<file path="config.mk">
export PLATFORM = sky130hd
export DESIGN_NAME = bin_to_bcd_seq
export DESIGN_NICKNAME = d
export VERILOG_FILES = /design/src/rtl/bin_to_bcd_seq.sv
export SDC_FILE = /design/constraint.sdc
export NUM_CORES = 1
export LEC_CHECK = 0
export ABC_AREA = 1
export CORE_AREA = 2 2 60 62
export DETAILED_ROUTE_END_ITERATION = 10
export DIE_AREA = 0 0 62 64
export GPL_ROUTABILITY_DRIVEN = 0
export PLACE_DENSITY = 0.79
export RECOVER_POWER = 50
export REMOVE_ABC_BUFFERS = 1
export SETUP_SLACK_MARGIN = 0.02
export SYNTH_ARGS = -nofsm -noshare
export SYNTH_HDL_FRONTEND = slang
export SYNTH_SLANG_ARGS = --single-unit
</file>
<file path="constraint.sdc">
create_clock -name clk -period 3.4 [get_ports clk]
set_input_delay 0.68 -clock clk [delete_from_list [all_inputs] [get_ports clk]]
set_output_delay 0.68 -clock clk [all_outputs]
set_load 0.03 [all_outputs]
</file>
<file path="src/rtl/bin_to_bcd_seq.sv">
// Sequential binary-to-BCD converter (shift-and-add-3 / double dabble).
// One add-3/shift step runs per clock under a two-state FSM. A conversion
// takes W cycles from the accepted start edge. bcd_vals only changes on the
// final step, so a display fed from it never shows partial scratch values.
module bin_to_bcd_seq #(
  parameter int W = 8,
  parameter int D = 3
) (
  input  logic         clk,
  input  logic         rst_n,
  input  logic         start,
  input  logic [W-1:0] bin_in,
  output logic         busy,
  output logic         done,
  output logic [3:0]   bcd_vals [D-1:0]
);

  localparam int SW = 4 * D;           // BCD scratch width
  localparam int CW = $clog2(W + 1);   // iteration counter width

  function automatic longint unsigned pow10(input int n);
    longint unsigned r;
    r = 1;
    for (int i = 0; i < n; i++) r = r * 10;
    return r;
  endfunction

  // D digits must be able to hold the largest W-bit value.
  if (pow10(D) <= ((64'd1 << W) - 64'd1)) begin : g_bad_digit_count
    $error("bin_to_bcd_seq: D digits cannot represent 2^W-1");
  end

  typedef enum logic {
    S_IDLE,
    S_CONV
  } state_e;

  state_e          state_q, state_d;
  logic [W-1:0]    bin_q,   bin_d;
  logic [SW-1:0]   scr_q,   scr_d;
  logic [CW-1:0]   cnt_q,   cnt_d;
  logic [SW-1:0]   bcd_q,   bcd_d;
  logic            done_q,  done_d;

  logic [SW-1:0]   scr_adj;
  logic [SW+W-1:0] shifted;

  // Add-3 correction: any digit >= 5 becomes >= 8 so the shift carries it.
  always_comb begin
    // NOTE: every variable written in always_comb gets a default first;
    // a path that leaves it unassigned would infer a latch.
    scr_adj = scr_q;
    for (int i = 0; i < D; i++) begin
      if (scr_q[4*i +: 4] >= 4'd5) scr_adj[4*i +: 4] = scr_q[4*i +: 4] + 4'd3;
    end
  end

  // Binary MSB moves into scratch bit 0 as the combined register shifts left.
  assign shifted = {scr_adj, bin_q} << 1;

  // Next-state and datapath control.
  always_comb begin
    state_d = state_q;
    bin_d   = bin_q;
    scr_d   = scr_q;
    cnt_d   = cnt_q;
    bcd_d   = bcd_q;
    done_d  = 1'b0;
    case (state_q)
      S_IDLE: begin
        if (start) begin
          bin_d   = bin_in;
          scr_d   = '0;
          cnt_d   = CW'(W);
          state_d = S_CONV;
        end
      end
      S_CONV: begin
        scr_d = shifted[SW+W-1:W];
        bin_d = shifted[W-1:0];
        cnt_d = cnt_q - CW'(1);
        if (cnt_q == CW'(1)) begin
          bcd_d   = shifted[SW+W-1:W];
          done_d  = 1'b1;
          state_d = S_IDLE;
        end
      end
      default: state_d = S_IDLE;
    endcase
  end

  // State registers; reset aborts any conversion in flight.
  always_ff @(posedge clk or negedge rst_n) begin
    // NOTE: sequential state uses non-blocking assignments so every flop
    // samples pre-edge values, independent of statement order.
    if (!rst_n) begin
      // NOTE: the result register is a handful of flops, not a memory, so
      // it is reset along with the control state to give a defined display.
      state_q <= S_IDLE;
      bin_q   <= '0;
      scr_q   <= '0;
      cnt_q   <= '0;
      bcd_q   <= '0;
      done_q  <= 1'b0;
    end else begin
      state_q <= state_d;
      bin_q   <= bin_d;
      scr_q   <= scr_d;
      cnt_q   <= cnt_d;
      bcd_q   <= bcd_d;
      done_q  <= done_d;
    end
  end

  assign busy = (state_q == S_CONV);
  assign done = done_q;

  // Present the packed result as one 4-bit element per digit.
  always_comb begin
    for (int i = 0; i < D; i++) bcd_vals[i] = bcd_q[4*i +: 4];
  end

endmodule

</file>
==> out/qor.yml <==
worstPathArrival_ns: 1.74
synth-async-reset-ratio_pct: 100
clock_skew_ns: 0.0106
multiInputGateArea_sq_um: 728
finalHoldViolations: 0
p_int_mw: 1.17
ys_types: 23
synthToLayoutAreaGrowth_pct: 14.4
synth_top_area_share_pct: 51.4
regArea_sq_um: 951
die-height_um: 64
end_kind: "output port"
cts_resized: 0
slew_headroom_pct: -30.9
cts_hold_buf: 0
cp_num_buf_inv: 1
violations: "capacitance limit, slew limit"
p_sw_mw: 0.978
wirelength_um: 3370
grt.overflow.total: 0
ant_nets: 0
port_buffers: 24
synthTopCellsByArea: "dfrtp_1 (51%), nand2_1 (12%), nand3_1 (7.8%), ha_1 (5.4%), inv_1 (4.5%)"
grt_setup_unrepaired: "no"
grt_pass1_vias: 1384
total_leakage_power_nw: 1.03
cts_tree: "yes"
syn_area_per_cell_sq_um: 8.85
cts-root-buf: "clkbuf_4"
cts_buffers: 5
yosys_warnings: 0
p_per_area_nw_per_um2: 1020
drcViolationCount: 0
maxSlewViolCount: 39
combPwrFrac_pct: 51.5
p_seq_share_pct: 37.8
finalCritPeriodShare_pct: 71.1
fmaxAchievable_ghz: 0.414
grt_max_degree: 39
antenna_cells: 0
syn-instance-count: 209
grt_pass1_wl_um: 5820
rows: 21
status: "finished, violations left"
drt_iter0_drc: 63
critPathKind: "reg -> out"
die_area_sq_um: 3970
worst_pin_slew_ns: 1.96
num-fill-cells: 275
max-cap-violations: 1
cpPeakStageDelay_ns: 0.76
clk_pin_slew_worst_paths_ns: 0.10
track_usage_pct: 19.8
synth_most_common_cell: "nand2_1"
core-area_sq_um: 3280
drtPass1Iterations: 4
ir_drop_mv: 0.507
cp_slowest_cell: "clkdlybuf4s50_1"
chipWidth_um: 62
crit_family: "buffers and inverters"
synth-edff-count: 0
min_period_ns: 2.42
clock_sinks: 38
drt-wirelength-per-cell_um: 12.1
drive_above_1_share_pct: 5.17
io_pins: 25
switching_share_pct: 45.5
hpwl_um: 2370
final_nets: 252
required_ns: 2.72
final-setup-viol-count: 0
finalSetupTns_ns: 0
htree_levels: 2
antenna_found_initial: 0
synth_top_area_cell: "dfrtp_1"
vias_per_cell: 5.21
clkPwrFrac_pct: 10.7
dp.cells: 272
startpoint_type: "flip-flop"
path_max_fanout: 13
ys_top_cells_by_count: "nand2_1 (60), dfrtp_1 (38), nand3_1 (29)"
vias: 1447
synth_flop_cell: "dfrtp_1"
post_cts.repair.setup_buffers: 0
initial_core_util_pct: 56.3
min_path_type: "reg -> reg"
synth_area_sq_um: 1850
ys_seq_area_share_pct: 51.4
clk_path_buf_depth: 2
insertion_delay_ns: 0.34
cp_cell_sequence: "clkdlybuf4s50_1"
final-instance-count-excl-fill: 278
ys_ff_latch: 38
[flip-flops by register name, indices dropped and copies added, names as in the netlist]
name / count
bcd_vals: 12
bin_q: 8
busy: 1
cnt_q: 4
done: 1
scr_q: 12
[kinds of logic (layout without fill, tap and decap cells)]
family,Yosys count,count (layout),synth area share [%]
AOI/OAI and AO/OA,25,25,8.72
buffers and inverters,32,55,8.38
and+or+nand+nor,105,105,25.6
xor gates and xnor gates,1,1,0.473
DFF,38,38,51.4
adders and majority gates,8,8,5.41
[per-layer routing]
metal,wire length (um),GRT usage (%),vias to the layer above
met2,1650,30.6,29
met5,0,0,-
met4,48,7.45,0
met3,118,6.07,6
li1,-,-,736
met1,1560,25.8,676
[worst paths after layout]
check,cells past startpoint,slack (ns),endpoint,from
worst max register to register,4,1.28,bcd_vals[9]$_DFFE_PN0P_,busy$_DFF_PN0_
worst min register to register,2,0.48,bcd_vals[6]$_DFFE_PN0P_,bcd_vals[6]$_DFFE_PN0P_
worst max-delay path,1,0.98,busy,busy$_DFF_PN0_
min in group asynchronous,1,0.88,bcd_vals[4]$_DFFE_PN0P_,rst_n
worst min-delay path,2,0.48,bcd_vals[6]$_DFFE_PN0P_,bcd_vals[6]$_DFFE_PN0P_
max in group asynchronous,1,1.39,bin_q[2]$_DFFE_PN0P_,rst_n
[power groups by stage]
stage / logic [mW] / clock network [mW] / registers [mW]
final: 1.11 / 0.231 / 0.812
after global routing: 1.25 / 0.262 / 0.839
after CTS: 1.14 / 0.238 / 0.816
after detailed placement: 1.13 / 0 / 0.824
after global placement: 1.09 / 0 / 0.815
after floorplan: 0.664 / 0 / 0.939
[placed cells by master (no fill, tap or decap), types with 2 or more instances in the layout]
cell type	n
clkdlybuf4s50_1	23
o21ai_1	2
o21ai_0	10
nand2_1	60
inv_1	22
o221ai_1	5
clkbuf_4	5
ha_1	8
nand3_1	30
inv_2	2
nor2_1	5
dfrtp_1	38
o22ai_1	6
nand4_1	6
[stage by stage]
| step | power [mW] | util, % | setup WS [ns] | hold slack (ns) | cell area, sq um |
|---|---|---|---|---|---|
| after floorplan | 1.60 | - | 1.86 | 0.384 | 1790 |
| after global placement | 1.91 | 63.4 | 1.30 | 0.463 | 2080 |
| after detailed placement | 1.96 | 63.4 | 1.31 | 0.465 | 2080 |
| after CTS | 2.19 | 65.0 | 0.913 | 0.445 | 2130 |
| after global routing | 2.35 | 64.5 | 0.869 | 0.528 | 2120 |
| final | 2.15 | 64.5 | 0.983 | 0.484 | 2120 |
[layout make-up]
cell class / instances / share of cell area (%)
sequential: 38 / 44.9
multi-input combinational: 139 / 34.4
timing repair buffer: 24 / 11.1
inverter: 25 / 4.49
tap: 46 / 2.72
clock buffer: 6 / 2.42
Power figures use the tool's default switching activity.
